**src/rtl/muldiv_unit_if.sv**
```systemverilog
// Operand/result bundle between the register file and the multiply/divide unit.
interface muldiv_unit_if #(
  parameter int unsigned WIDTH = 32
);
  logic             start;
  logic [1:0]       op;
  logic [WIDTH-1:0] a;
  logic [WIDTH-1:0] b;
  logic             mthi;
  logic             mtlo;
  logic [WIDTH-1:0] wdata;
  logic             busy;
  logic             done;
  logic [WIDTH-1:0] hi;
  logic [WIDTH-1:0] lo;

  modport master (
    output start, op, a, b, mthi, mtlo, wdata,
    input  busy, done, hi, lo
  );

  modport slave (
    input  start, op, a, b, mthi, mtlo, wdata,
    output busy, done, hi, lo
  );
endinterface

```
**src/rtl/muldiv_unit.sv**
```systemverilog
// Iterative radix-2 multiply/divide unit with architectural HI/LO registers.
// Signed ops run on magnitudes; signs are restored in a single FIX cycle.
module muldiv_unit #(
  parameter int unsigned WIDTH = 32
) (
  input  logic         clk,
  input  logic         rst_n,
  muldiv_unit_if.slave bus
);

  localparam int unsigned W  = WIDTH;
  localparam int unsigned CW = (W > 1) ? $clog2(W) : 1;

  typedef enum logic [1:0] {
    S_IDLE = 2'd0,
    S_RUN  = 2'd1,
    S_FIX  = 2'd2
  } state_t;

  state_t          state_q, state_d;
  logic [1:0]      op_q, op_d;
  logic [W-1:0]    m_q, m_d;
  logic [2*W-1:0]  acc_q, acc_d;
  logic [CW-1:0]   cnt_q, cnt_d;
  logic            neg_lo_q, neg_lo_d;
  logic            neg_hi_q, neg_hi_d;
  logic            div0_q, div0_d;
  logic            busy_q, busy_d;
  logic            done_q, done_d;
  logic [W-1:0]    hi_q, hi_d;
  logic [W-1:0]    lo_q, lo_d;

  // Operand magnitudes and result signs captured at launch
  logic            op_signed;
  logic            sign_a, sign_b;
  logic [W-1:0]    mag_a, mag_b;

  assign op_signed = ~bus.op[0];
  assign sign_a    = op_signed & bus.a[W-1];
  assign sign_b    = op_signed & bus.b[W-1];
  assign mag_a     = sign_a ? (~bus.a + W'(1)) : bus.a;
  assign mag_b     = sign_b ? (~bus.b + W'(1)) : bus.b;

  // One radix-2 step: shift-add for multiply, restoring subtract for divide
  logic [W:0]      mul_sum;
  logic [W:0]      div_diff;

  assign mul_sum  = (W+1)'(acc_q[2*W-1:W]) + (W+1)'(acc_q[0] ? m_q : W'(0));
  assign div_diff = acc_q[2*W-1:W-1] - (W+1)'(m_q);

  // Sign-corrected result presented at the FIX edge
  logic [2*W-1:0]  prod_fix;
  logic [W-1:0]    quo_fix, rem_fix;
  logic [W-1:0]    res_hi, res_lo;

  assign prod_fix = neg_lo_q ? (~acc_q + (2*W)'(1)) : acc_q;
  assign quo_fix  = div0_q ? {W{1'b1}}
                  : (neg_lo_q ? (~acc_q[W-1:0] + W'(1)) : acc_q[W-1:0]);
  assign rem_fix  = neg_hi_q ? (~acc_q[2*W-1:W] + W'(1)) : acc_q[2*W-1:W];
  assign res_hi   = op_q[1] ? rem_fix : prod_fix[2*W-1:W];
  assign res_lo   = op_q[1] ? quo_fix : prod_fix[W-1:0];

  always_ff @(posedge clk or negedge rst_n) begin
    if (!rst_n) begin
      state_q  <= S_IDLE;
      op_q     <= 2'b00;
      m_q      <= '0;
      acc_q    <= '0;
      cnt_q    <= '0;
      neg_lo_q <= 1'b0;
      neg_hi_q <= 1'b0;
      div0_q   <= 1'b0;
      busy_q   <= 1'b0;
      done_q   <= 1'b0;
      hi_q     <= '0;
      lo_q     <= '0;
    end else begin
      state_q  <= state_d;
      op_q     <= op_d;
      m_q      <= m_d;
      acc_q    <= acc_d;
      cnt_q    <= cnt_d;
      neg_lo_q <= neg_lo_d;
      neg_hi_q <= neg_hi_d;
      div0_q   <= div0_d;
      busy_q   <= busy_d;
      done_q   <= done_d;
      hi_q     <= hi_d;
      lo_q     <= lo_d;
    end
  end

  logic launch;

  always_comb begin
    state_d  = state_q;
    op_d     = op_q;
    m_d      = m_q;
    acc_d    = acc_q;
    cnt_d    = cnt_q;
    neg_lo_d = neg_lo_q;
    neg_hi_d = neg_hi_q;
    div0_d   = div0_q;
    busy_d   = busy_q;
    done_d   = 1'b0;
    hi_d     = hi_q;
    lo_d     = lo_q;
    launch   = 1'b0;

    case (state_q)
      S_IDLE: begin
        if (bus.start) begin
          launch = 1'b1;
        end else begin
          if (bus.mthi) hi_d = bus.wdata;
          if (bus.mtlo) lo_d = bus.wdata;
        end
      end
      S_RUN: begin
        if (op_q[1]) begin
          if (!div_diff[W]) acc_d = {div_diff[W-1:0], acc_q[W-2:0], 1'b1};
          else              acc_d = {acc_q[2*W-2:0], 1'b0};
        end else begin
          acc_d = {mul_sum, acc_q[W-1:1]};
        end
        cnt_d = cnt_q + CW'(1);
        if (cnt_q == CW'(W-1)) state_d = S_FIX;
      end
      S_FIX: begin
        hi_d    = res_hi;
        lo_d    = res_lo;
        done_d  = 1'b1;
        busy_d  = 1'b0;
        state_d = S_IDLE;
        // Back-to-back launch is allowed on the result edge
        if (bus.start) launch = 1'b1;
      end
      default: begin
        state_d = S_IDLE;
        busy_d  = 1'b0;
      end
    endcase

    if (launch) begin
      state_d  = S_RUN;
      busy_d   = 1'b1;
      op_d     = bus.op;
      cnt_d    = '0;
      div0_d   = bus.op[1] & (bus.b == W'(0));
      neg_lo_d = sign_a ^ sign_b;
      neg_hi_d = bus.op[1] ? sign_a : (sign_a ^ sign_b);
      if (bus.op[1]) begin
        acc_d = {W'(0), mag_a};
        m_d   = mag_b;
      end else begin
        acc_d = {W'(0), mag_b};
        m_d   = mag_a;
      end
    end
  end

  assign bus.busy = busy_q;
  assign bus.done = done_q;
  assign bus.hi   = hi_q;
  assign bus.lo   = lo_q;

endmodule

```
**src/flat_wrapper.sv**
```systemverilog
// flat-port wrapper written by rule: the top's interface ports become plain ports
module muldiv_unit_flat 
#(
  parameter int unsigned WIDTH = 32
)
  (clk, rst_n, bus_start, bus_op, bus_a, bus_b, bus_mthi, bus_mtlo, bus_wdata, bus_busy, bus_done, bus_hi, bus_lo);
  muldiv_unit_if #(.WIDTH(WIDTH)) bus_i ();
  input  logic clk;
  input  logic rst_n;
  input wire logic [$bits(bus_i.start)-1:0] bus_start;
  input wire logic [$bits(bus_i.op)-1:0] bus_op;
  input wire logic [$bits(bus_i.a)-1:0] bus_a;
  input wire logic [$bits(bus_i.b)-1:0] bus_b;
  input wire logic [$bits(bus_i.mthi)-1:0] bus_mthi;
  input wire logic [$bits(bus_i.mtlo)-1:0] bus_mtlo;
  input wire logic [$bits(bus_i.wdata)-1:0] bus_wdata;
  output wire logic [$bits(bus_i.busy)-1:0] bus_busy;
  output wire logic [$bits(bus_i.done)-1:0] bus_done;
  output wire logic [$bits(bus_i.hi)-1:0] bus_hi;
  output wire logic [$bits(bus_i.lo)-1:0] bus_lo;
  assign bus_i.start = bus_start;
  assign bus_i.op = bus_op;
  assign bus_i.a = bus_a;
  assign bus_i.b = bus_b;
  assign bus_i.mthi = bus_mthi;
  assign bus_i.mtlo = bus_mtlo;
  assign bus_i.wdata = bus_wdata;
  assign bus_busy = bus_i.busy;
  assign bus_done = bus_i.done;
  assign bus_hi = bus_i.hi;
  assign bus_lo = bus_i.lo;
  muldiv_unit #(.WIDTH(WIDTH)) u_core (.clk(clk), .rst_n(rst_n), .bus(bus_i));
endmodule
```
**config.mk**
```make
export PLATFORM = sky130hd
export DESIGN_NAME = muldiv_unit_flat
export DESIGN_NICKNAME = d
export VERILOG_FILES = /design/src/rtl/muldiv_unit_if.sv /design/src/rtl/muldiv_unit.sv /design/src/flat_wrapper.sv
export SDC_FILE = /design/constraint.sdc
export NUM_CORES = 1
export LEC_CHECK = 0
export ABC_CLOCK_PERIOD_IN_PS = 4500
export CAP_MARGIN = 20
export CORE_MARGIN = 3
export CORE_UTILIZATION = 55
export CTS_CLUSTER_DIAMETER = 30
export DETAILED_ROUTE_END_ITERATION = 7
export MAX_ROUTING_LAYER = met4
export PLACE_DENSITY_LB_ADDON = 0.08
export RECOVER_POWER = 100
export SLEW_MARGIN = 20
export SYNTH_ARGS = -nofsm -noshare
export SYNTH_HDL_FRONTEND = slang
export SYNTH_SLANG_ARGS = --single-unit
export TNS_END_PERCENT = 30
```
**constraint.sdc**
```tcl
create_clock -name clk -period 4.5 [get_ports clk]
set_input_delay 0.45 -clock clk [delete_from_list [all_inputs] [get_ports clk]]
set_output_delay 0.45 -clock clk [all_outputs]
set_load 0.02 [all_outputs]
```
# After elaboration in Yosys (flattened, before gate mapping)
# Index checks and enable logic that the tools add are counted.
classes:
  addsub: 8
  n_eq_ne: 9
  mux: 32
  bitwise: 10
  reduce_logical: 9
op_table:
  columns: ["op", "n"]
  rows:
  - ["32-bit 2-to-1 mux", 14]
  - ["64-bit 2-to-1 mux", 5]
  - ["32-bit by 1-bit adder with 32-bit output (second input constant)", 4]
  - ["32-bit inverter", 4]
  - ["32-bit case mux with 2 select lines", 2]
  - ["64-bit by 1-bit adder with 64-bit output (second input constant)", 1]
  - ["64-bit inverter", 1]
  - ["32-bit by 33-bit adder with 33-bit output", 1]
  - ["33-bit by 32-bit subtractor with 33-bit output", 1]
  - ["32-bit logical NOT", 1]
  - ["5-bit 2-to-1 mux", 2]
  - ["1-bit 2-to-1 mux", 6]
  - ["2-bit != test (second input constant)", 3]
  - ["3-bit AND reduction", 2]
  - ["5-bit by 1-bit adder with 5-bit output (second input constant)", 1]
  - ["5-bit == test (second input constant)", 1]
  - ["2-bit 2-to-1 mux", 2]
  - ["2-bit by 1-bit != test with 1-bit output (second input constant)", 2]
  - ["2-bit case mux with 2 select lines", 1]
  - ["2-bit nonzero test", 2]
  - ["2-bit OR reduction", 2]
  - ["1-bit bitwise AND", 3]
  - ["3-bit by 1-bit != test with 1-bit output (second input constant)", 1]
  - ["2-bit by 1-bit == test with 1-bit output (second input constant)", 1]
  - ["5 further kinds", 5]
totals:
  register_bits: 174
  in_bits: 103
  output_inout_bits: 66
  word_cells: 80

# Depth between registers and ports, before layout
# Gate-level depths: netlist of run 1.
depth:
  ltp_word: 6
  mapped_depth: 14
  mapped_depth_nobuf: 13

# Worst setup path before layout of run 1
# Ideal clock, no wire load.
synth_timing:
  path_kind: "flip-flop to flip-flop"
  from: "reg u_core.acc_q[0]"
  to: "reg u_core.acc_q[62]"
  setup_ns: 0.099
  t_arrival_ns: 3.037
  required_ns: 4.401
  setup_slack_ns: 1.364
  stages_incl_launch_ff: 14
  path_buffers: 2
  period_less_slack_ns: 3.136
  path_cell_list: "dfrtp_1 -> inv_1 -> buf_1 -> nor2_1 -> ha_1 -> and3_1 -> clkbuf_1 -> nand2_1 -> or4b_1 -> o211ai_1 -> nand2_1 -> o31ai_1 -> mux2i_1 -> a311oi_1"
synth_via:
  elab_chain_cells: 5
synth_rtl:
  columns: ["element", "line_no", "text"]
  rows:
  - ["start, declared", "muldiv_unit.sv:23", "logic [2*W-1:0] acc_q, acc_d;"]
  - ["start signal, assigned", "muldiv_unit.sv:68", "acc_q <= '0;"]
  - ["start signal, assigned", "muldiv_unit.sv:81", "acc_q <= acc_d;"]
  - ["32-bit 2-to-1 mux", "muldiv_unit.sv:48", "assign mul_sum = (W+1)'(acc_q[2*W-1:W]) + (W+1)'(acc_q[0] ? m_q : W'(0));"]
  - ["32-bit by 33-bit adder with 33-bit output", "muldiv_unit.sv:48", null]
  - ["64-bit 2-to-1 mux", "muldiv_unit.sv:120", "if (op_q[1]) begin"]
  - ["64-bit 2-to-1 mux", "muldiv_unit.sv:110", "case (state_q)"]
  - ["64-bit 2-to-1 mux", "muldiv_unit.sv:144", "if (launch) begin"]
# No other way between the ends. The select of a mux whose other input is x is not followed.
# A chain may end at the register's enable or synchronous reset.

# Worst setup path in the final report of run 1
layout_timing:
  from: "reg u_core.acc_q[31]"
  to: "reg u_core.acc_q[62]"
layout_via:
  elab_chain_cells: 5
layout_rtl:
  columns: ["element", "line_no", "text"]
  rows:
  - ["33-bit by 32-bit subtractor with 33-bit output", "muldiv_unit.sv:49", "assign div_diff = acc_q[2*W-1:W-1] - (W+1)'(m_q);"]
  - ["64-bit 2-to-1 mux", "muldiv_unit.sv:121", "if (!div_diff[W]) acc_d = {div_diff[W-1:0], acc_q[W-2:0], 1'b1};"]
  - ["64-bit 2-to-1 mux", "muldiv_unit.sv:120", null]
  - ["64-bit 2-to-1 mux", "muldiv_unit.sv:110", null]
  - ["64-bit 2-to-1 mux", "muldiv_unit.sv:144", null]
# No other way between the ends. The select of a mux whose other input is x is not followed.

==> flow_summary.json, run 1 <==
{
  "status": "complete, but fails checks",
  "violations": "capacitance limit, slew limit",
  "dieArea_um2": 29230,
  "clkSlewWorstSetupHoldPaths_ns": 0.09,
  "synth.distinct_cells": 72,
  "place.gp.congestion": 0.9910,
  "fillerInstances": 2334,
  "hp-start": "u_core.bus.lo[19]$_DFFE_PN0P_",
  "met1_length_mm": 22.12,
  "p_seq_share_pct": 22.2,
  "swShare_pct": 52.17,
  "synthToLayoutAreaGrowth_pct": 16.57,
  "synth_xor_area_share_pct": 10.00,
  "grt-ovfl-total": 0,
  "place_hpwl_mm": 40.39,
  "synth-main-ff-cell": "dfrtp_1",
  "port_buffers": 168,
  "ys_top_cells_by_count": "212 x nand2_1, 201 x o21ai_0, 173 x dfrtp_1",
  "nNetsFinal": 2183,
  "wl_per_cell_um": 22.11,
  "antenna_found_initial": 0,
  "drc_errors": 0,
  "drv_slew": 215,
  "route.top_layer_used": "met4",
  "synth_top_family_by_area": "compound AO/OA/AOI/OAI gates",
  "required_ns": 4.85,
  "num_antenna_cells": 0,
  "synth_edf_count": 0,
  "final_cells": 2356,
  "path_class": "register to register",
  "cap_violations": 4,
  "rsz0062_at_grt": "false",
  "yosysWarningCount": 0,
  "setup_viol": 0,
  "rows": 59,
  "syn_nets": 2081,
  "io_pins": 169,
  "numCtsBuffers": 17,
  "startpoint_type": "register",
  "first_pass_iters": 6,
  "max_freq_mhz": 250.0,
  "post-synth-top-count-cell": "nand2_1",
  "hold_buffers": 0,
  "crit_fanout": 20,
  "yosys.area_share.simple_pct": 17.53,
  "placed_area_um2": 16910,
  "final_cell_area_um2": 17450,
  "die_height_um": 171.0,
  "async_flop_share_pct": 100.0,
  "clock_skew_ns": 0.02161,
  "vdd_drop_max_mv": 0.6405,
  "htree_levels": 4,
  "route.met2.wl_mm": 23.63,
  "syn_avg_cell_area_um2": 7.854,
  "drive_above_1_share_pct": 4.008,
  "clock_latency_ns": 0.45,
  "finalWirelength_mm": 52.10,
  "fin_crit_sh_pct": 88.91,
  "gr-usage-all-layers_pct": 35.79,
  "cts_setup_buffers": 0,
  "synth_compound_area_share_pct": 27.19,
  "grt_pass1_vias": 14040,
  "cts_root_buffer": "clkbuf_16",
  "pwr-share-comb_pct": 67.5,
  "worstSetupEndpointType": "register",
  "hold_path.class": "register to register",
  "synthMuxAreaShare_pct": 5.558,
  "clock-sinks": 173,
  "critPathArrivalTime_ns": 4.35,
  "vias": 15150,
  "grt_pass1_wl_mm": 79.18,
  "ctsLongestPathBuffers": 2,
  "wl_met3_mm": 3.835,
  "leakage_nw": 7.277,
  "period_needed_ns": 4.001,
  "ant_nets": 0,
  "synth_seq_cells": 173,
  "r2r-start": "u_core.acc_q[31]$_DFFE_PN0P_",
  "yosysSeqAreaShare_pct": 28.92,
  "grt_max_degree": 102,
  "dr.first_iter.drc_count": 1629,
  "finalHoldViolations": 0,
  "netlist_area_um2": 14970,
  "p_int_mw": 7.293,
  "synth_adder_area_share_pct": 6.118,
  "whs_ns": 0.4837,
  "core_um2": 26430,
  "cts_tree": "done",
  "start_util_pct": 56.65,
  "crit_path_start": "u_core.acc_q[31]$_DFFE_PN0P_",
  "fin_setup_tns_ns": 0,
  "die_w_um": 171.0,
  "yosys.area.top_type_share_pct": 28.92,
  "p_clk_share_pct": 10.4,
  "slew_headroom_pct": -73.92,
  "via_per_inst": 6.428,
  "synth_area_leaders": "dfrtp_1 29%, o21ai_0 6.7%, ha_1 5.9%",
  "tightestPinTransition_ns": 2.609,
  "postCtsResizedCells": 0,
  "placed_cells": 2324,
  "switchingPower_mw": 7.955,
  "synthCells": 1906,
  "synth_top_area_cell": "dfrtp_1",
  "powerDensity_nw_per_um2": 873.7
}
## power by group through the flow
stage                     logic (mW)  clock network (mW)  registers (mW)
after global routing            11.3                1.66            3.46
after global placement          10.1                   0            3.34
final                           10.3                1.58            3.38
after CTS                       10.3                1.58            3.34
after detailed placement        10.2                   0            3.38
after floorplan                 7.08                   0            3.29
## per-layer routing
layer  up-vias  track usage (%)
met4         0            15.61
met3       123            4.067
met5         -                -
li1       7139                -
met1      7156            46.83
met2       727            56.37
## critical path: stages, from the launching register on
cell      delay [ns]
dfrtp_1         0.44
inv_1           0.11
ha_1            0.24
fa_1            0.40
nand2b_1        0.18
a21oi_1         0.25
a21oi_1         0.15
o22ai_1         0.24
a31oi_1         0.21
a31o_2          0.32
nor2_2          0.33
clkbuf_2        0.61
mux2i_1         0.16
a311oi_1        0.28
## cells in the final DEF, fill, tap and decap left out, drive strengths merged, types with 33 or more instances in the layout
cell           count
o211ai            48
mux2i             82
dfrtp            173
a21oi            170
xnor2             85
clkdlybuf4s50     96
inv               71
ha                70
nor3              33
o21ai            222
nor2             155
nand2            212
xor2              86
dlygate4sd3       70
## sequential cells by signal (all words and copies together) (netlist names)
name	count
u_core.acc_q	64
u_core.bus.hi	32
u_core.bus.lo	32
u_core.m_q	32
u_core.cnt_q	5
u_core.state_q	2
u_core.bus.busy	1
u_core.bus.done	1
u_core.div0_q	1
u_core.neg_hi_q	1
u_core.neg_lo_q	1
u_core.op_q	1
## cell type report
cell class	instances	area (um^2)	area share [%]
tap	335	419.2	2.402
clock buffer	17	425.4	2.438
timing repair buffer	201	1897	10.87
sequential	173	4329	24.81
multi-input combinational	1548	9921	56.85
inverter	67	251.5	1.441
clock inverter	15	209.0	1.197
## path summary, 6_finish.rpt
kind / end / slack [ns] / cells past startpoint
worst min register to register: u_core.bus.lo[19]$_DFFE_PN0P_ / 0.48 / 2
worst max register to register: u_core.acc_q[62]$_DFFE_PN0P_ / 0.50 / 13
worst min-delay path: u_core.bus.lo[19]$_DFFE_PN0P_ / 0.48 / 2
max in group asynchronous: u_core.acc_q[48]$_DFFE_PN0P_ / 2.15 / 1
min in group asynchronous: u_core.acc_q[41]$_DFFE_PN0P_ / 0.74 / 1
worst max-delay path: u_core.acc_q[62]$_DFFE_PN0P_ / 0.50 / 13
## kinds of logic after synthesis
group | after synthesis
adders and majority gates | 72
DFF | 173
AOI/OAI and AO/OA | 658
buffers and inverters | 185
and+or+nand+nor | 564
muxes | 83
xor gates and xnor gates | 171
## metrics by stage
| step | setup slack, ns | utilization (%) | total power [mW] |
|---|---|---|---|
| global placement | 0.9904 | 63.98 | 13.47 |
| finish | 0.4992 | 66.04 | 15.25 |
| global route | 0.2863 | 66.04 | 16.39 |
| detailed placement | 0.8627 | 63.98 | 13.62 |
| CTS | 0.8316 | 66.38 | 15.25 |
| floorplan | 1.364 | - | 10.37 |
Power figures use the tool's default switching activity.
==> run 2: changes to the inputs <==
--- a/config.mk
+++ b/config.mk
@@ -5,12 +5,13 @@
 export SDC_FILE = /design/constraint.sdc
 export NUM_CORES = 1
 export LEC_CHECK = 0
-export ABC_CLOCK_PERIOD_IN_PS = 4500
 export CAP_MARGIN = 20
 export CORE_MARGIN = 3
 export CORE_UTILIZATION = 55
 export CTS_CLUSTER_DIAMETER = 30
+export CTS_CLUSTER_SIZE = 30
 export DETAILED_ROUTE_END_ITERATION = 7
+export GPL_ROUTABILITY_DRIVEN = 0
 export MAX_ROUTING_LAYER = met4
 export PLACE_DENSITY_LB_ADDON = 0.08
 export RECOVER_POWER = 100
==> flow_summary.json, run 2 (same netlist as run 1, synthesis figures left out) <==
{
  "final_common_cell": "o21ai_0",
  "crit_fanout": 42,
  "final.setup.worst_slack_ns": 0.4479,
  "drv_slew": 260,
  "required_ns": 4.80,
  "numCtsBuffers": 17,
  "fillerInstances": 2314,
  "die_height_um": 171.0,
  "max_freq_mhz": 246.8,
  "wl_per_cell_um": 21.38,
  "placed_cells": 2318,
  "fin_util_pct": 65.89,
  "dieArea_um2": 29230,
  "cts_tree": "done",
  "route.top_layer_used": "met4",
  "htree_levels": 4,
  "grt-ovfl-total": 0,
  "via_per_inst": 6.437,
  "clock_skew_ns": 0.01662,
  "ant_nets": 0,
  "cts_setup_buffers": 0,
  "rsz0062_at_grt": "false",
  "grt_pass1_vias": 13830,
  "reg2reg_setup_slack_ns": 0.45,
  "critPathArrivalTime_ns": 4.35,
  "cts_root_buffer": "clkbuf_16",
  "largest-register": "u_core.acc_q",
  "num_antenna_cells": 0,
  "die_w_um": 171.0,
  "grt_pass1_wl_mm": 77.19,
  "r2r-start": "u_core.state_q[0]$_DFFE_PN0P_",
  "powerDensity_nw_per_um2": 866.9,
  "place_hpwl_mm": 38.28,
  "vias": 15130,
  "finalWirelength_mm": 50.23,
  "start_util_pct": 56.65,
  "fin_crit_sh_pct": 90.05,
  "gr-usage-all-layers_pct": 34.55,
  "io_pins": 169,
  "path_class": "register to register",
  "dr.first_iter.drc_count": 1734,
  "drive_above_1_share_pct": 3.871,
  "pre_cts_ws_ns": 0.8709,
  "clock_latency_ns": 0.45,
  "fin_setup_tns_ns": 0,
  "worstSetupEndpointType": "register",
  "core_um2": 26430,
  "startpoint_type": "register",
  "setup_viol": 0,
  "met1_length_mm": 21.59,
  "final_cells": 2350,
  "postCtsResizedCells": 0,
  "final_cell_mix": "214 x o21ai_0, 212 x nand2_1, 172 x dfrtp_1, 170 x a21oi_1, 153 x nor2_1",
  "nNetsFinal": 2177,
  "wl_met3_mm": 4.522,
  "grt_max_degree": 102,
  "drc_errors": 0,
  "port_buffers": 168,
  "antenna_found_initial": 0,
  "rows": 59,
  "hold_path.class": "register to register",
  "cp-endpoint": "u_core.acc_q[62]$_DFFE_PN0P_",
  "period_needed_ns": 4.052,
  "ctsLongestPathBuffers": 2,
  "finalHoldViolations": 0,
  "rr_worst_depth": 8,
  "synthToLayoutAreaGrowth_pct": 16.31,
  "vdd_drop_max_mv": 0.4150,
  "slew_headroom_pct": -77.93,
  "route.met2.wl_mm": 21.63,
  "status": "complete, but fails checks",
  "crit_path_start": "u_core.state_q[0]$_DFFE_PN0P_",
  "largest_register_ffs": 64,
  "violations": "capacitance limit, slew limit",
  "cap_violations": 4,
  "first_pass_iters": 6,
  "leakage_nw": 7.242,
  "clock-sinks": 173,
  "finalPower_mw": 15.10,
  "tightestPinTransition_ns": 2.669,
  "clkSlewWorstSetupHoldPaths_ns": 0.09,
  "r2r_end": "u_core.acc_q[62]$_DFFE_PN0P_",
  "hold_buffers": 0
}
[run 2: area by class of cell]
class	instances	area, um^2	share of cell area [%]
clock inverters	15	205.2	1.178
flip-flops and latches	173	4330	24.87
multi-input cells	1548	9923	56.99
repair buffers	195	1858	10.67
clock buffers	17	425.4	2.443
well taps	335	419.2	2.407
inverters	67	251.5	1.444
[run 2: worst max-delay path: stages (launching register included)]
cell	delay, ns
dfrtp_1	0.45
nor2b_2	0.17
clkbuf_1	1.48
nor2_1	0.77
clkbuf_1	0.49
a21oi_1	0.27
nand2_1	0.07
mux2i_1	0.13
a311oi_1	0.07
[run 2: worst min-delay path by stage]
| stage | depth (start not counted) | from | to | slack [ns] |
|---|---|---|---|---|
| 2_1_floorplan | 0 | rst_n | u_core.acc_q[0]$_DFFE_PN0P_ | 0.15 |
| 3_3_place_gp | 2 | u_core.bus.lo[1]$_DFFE_PN0P_ | u_core.bus.lo[1]$_DFFE_PN0P_ | 0.46 |
| 3_5_place_dp | 2 | u_core.bus.lo[1]$_DFFE_PN0P_ | u_core.bus.lo[1]$_DFFE_PN0P_ | 0.47 |
| 4_1_cts | 1 | rst_n | u_core.bus.hi[14]$_DFFE_PN0P_ | 0.17 |
| 5_1_grt | 1 | u_core.cnt_q[3]$_DFFE_PN0P_ | u_core.cnt_q[3]$_DFFE_PN0P_ | 0.50 |
| 6_report | 2 | u_core.bus.lo[18]$_DFFE_PN0P_ | u_core.bus.lo[18]$_DFFE_PN0P_ | 0.48 |
[run 2: stage by stage]
| stage | instance area (um^2) | hold slack [ns] |
|---|---|---|
| after floorplan | 14970 | 0.1544 |
| after global placement | 16860 | 0.4644 |
| after detailed placement | 16860 | 0.4699 |
| after CTS | 17490 | 0.1657 |
| after global routing | 17410 | 0.4975 |
| final | 17410 | 0.4811 |
[run 2: routing by layer]
layer / track usage [%] / up-vias
li1: - / 7110
met1: 46.66 / 7143
met2: 50.97 / 755
met3: 6.030 / 119
met4: 15.36 / 0
met5: - / -
[run 2: power breakdown]
| group | switching [mW] | leakage, nW | internal [mW] |
|---|---|---|---|
| Sequential | 1.05 | 2.10 | 2.36 |
| Combinational | 5.96 | 4.85 | 4.13 |
| Clock | 0.793 | 0.299 | 0.813 |
==> run 3: changes to the inputs <==
--- a/config.mk
+++ b/config.mk
@@ -13,7 +13,7 @@
 export DETAILED_ROUTE_END_ITERATION = 7
 export GPL_ROUTABILITY_DRIVEN = 0
 export MAX_ROUTING_LAYER = met4
-export PLACE_DENSITY_LB_ADDON = 0.08
+export PLACE_DENSITY = 0.78
 export RECOVER_POWER = 100
 export SLEW_MARGIN = 20
 export SYNTH_ARGS = -nofsm -noshare
==> flow_summary.json, run 3 (same netlist as run 1, synthesis figures left out) <==
{
  "cts_tree": "done",
  "cts_setup_buffers": 0,
  "dr.first_iter.drc_count": 1964,
  "hold_path.class": "register to register",
  "start_util_pct": 56.65,
  "postCtsResizedCells": 0,
  "r2r_end": "u_core.acc_q[37]$_DFFE_PN0P_",
  "fin_setup_tns_ns": 0,
  "drc_errors": 0,
  "grt_max_degree": 105,
  "startpoint_type": "register",
  "first_pass_iters": 6,
  "reg2reg_setup_slack_ns": 0.48,
  "status": "complete, but fails checks",
  "cts_root_buffer": "clkbuf_16",
  "max_freq_mhz": 248.5,
  "powerDensity_nw_per_um2": 871.3,
  "dieArea_um2": 29230,
  "whs_ns": 0.4832,
  "vdd_drop_max_mv": 0.4686,
  "period_needed_ns": 4.024,
  "grt_pass1_wl_mm": 77.63,
  "drive_above_1_share_pct": 3.580,
  "synthToLayoutAreaGrowth_pct": 15.96,
  "placed_cells": 2314,
  "place_hpwl_mm": 37.63,
  "critPathArrivalTime_ns": 4.31,
  "vias": 15340,
  "nNetsFinal": 2173,
  "die_height_um": 171.0,
  "grt_pass1_vias": 14110,
  "numCtsBuffers": 17,
  "gr-usage-all-layers_pct": 34.40,
  "tightestPinTransition_ns": 3.773,
  "path_class": "register to register",
  "final_common_cell": "o21ai_0",
  "fin_crit_sh_pct": 89.42,
  "rsz0062_at_grt": "false",
  "wl_per_cell_um": 21.41,
  "largest-register": "u_core.acc_q",
  "cap_violations": 5,
  "drv_slew": 231,
  "clock_latency_ns": 0.44,
  "finalWirelength_mm": 50.22,
  "slew_headroom_pct": -151.6,
  "port_buffers": 168,
  "ant_nets": 0,
  "htree_levels": 4,
  "core_um2": 26430,
  "worstSetupEndpointType": "register",
  "hold_buffers": 0,
  "violations": "capacitance limit, slew limit",
  "rr_worst_depth": 6,
  "required_ns": 4.78,
  "final_cells": 2346,
  "clock_skew_ns": 0.02248,
  "cp-endpoint": "u_core.acc_q[37]$_DFFE_PN0P_",
  "leakage_nw": 7.221,
  "ctsLongestPathBuffers": 2,
  "num_antenna_cells": 0,
  "antenna_found_initial": 0,
  "via_per_inst": 6.537,
  "finalHoldViolations": 0,
  "grt-ovfl-total": 0,
  "largest_register_ffs": 64,
  "clkSlewWorstSetupHoldPaths_ns": 0.09,
  "crit_path_start": "u_core.state_q[0]$_DFFE_PN0P_",
  "setup_viol": 0,
  "crit_fanout": 42,
  "final_cell_mix": "213 x o21ai_0, 212 x nand2_1, 172 x dfrtp_1, 169 x a21oi_1, 153 x nor2_1",
  "r2r-start": "u_core.state_q[0]$_DFFE_PN0P_",
  "clock-sinks": 173,
  "io_pins": 169,
  "rows": 59,
  "die_w_um": 171.0,
  "fillerInstances": 2274
}
## run 3: final cells by class
class | instances | area (um^2) | share of cell area [%]
flip-flops and latches | 173 | 4330 | 24.94
repair buffers | 191 | 1834 | 10.57
multi-input cells | 1548 | 9893 | 56.99
clock inverters | 15 | 206.4 | 1.189
inverters | 67 | 251.5 | 1.449
well taps | 335 | 419.2 | 2.414
clock buffers | 17 | 425.4 | 2.450
## run 3: layer usage
metal	track usage, %	vias to the layer above	part of all wire [%]
met5	-	-	0
met4	16.62	0	5.5
met3	4.344	139	9.7
met2	51.69	918	44
met1	46.18	7182	41
li1	-	7096	-
## run 3: metrics by stage
step / power [mW] / util, % / setup WS, ns / area [um^2]
2_1_floorplan: 10.37 / - / 1.364 / 14970
3_3_place_gp: 13.10 / 63.69 / 1.042 / 16830
3_5_place_dp: 13.36 / 63.70 / 0.9118 / 16830
4_1_cts: 15.00 / 66.09 / 0.8618 / 17470
5_1_grt: 16.20 / 65.69 / 0.3389 / 17360
6_report: 15.13 / 65.69 / 0.4761 / 17360
## run 3: worst min-delay path by stage
stage                                        from                             to  slack (ns)  cells after the start
finish              u_core.bus.lo[22]$_DFFE_PN0P_  u_core.bus.lo[22]$_DFFE_PN0P_        0.48                      2
global route        u_core.bus.lo[30]$_DFFE_PN0P_  u_core.bus.lo[30]$_DFFE_PN0P_        0.51                      2
CTS                                         rst_n      u_core.bus.done$_DFF_PN0_        0.03                      1
detailed placement  u_core.bus.lo[22]$_DFFE_PN0P_  u_core.bus.lo[22]$_DFFE_PN0P_        0.47                      2
global placement    u_core.bus.lo[23]$_DFFE_PN0P_  u_core.bus.lo[23]$_DFFE_PN0P_        0.46                      2
floorplan                                   rst_n    u_core.acc_q[0]$_DFFE_PN0P_        0.15                      0
## run 3: worst max-delay path, stage by stage (launching register included)
cell,delay (ns)
dfrtp_1,0.46
nor2b_2,0.17
clkbuf_1,1.54
nor2_2,0.69
clkbuf_1,0.55
a32oi_1,0.32
o21ai_0,0.13
## run 3: power breakdown
group | leakage, nW | switching (mW) | internal [mW]
clock network | 0.301 | 0.804 | 0.771
logic | 4.82 | 5.98 | 4.12
registers | 2.10 | 1.09 | 2.36
total | 7.22 | 7.88 | 7.25
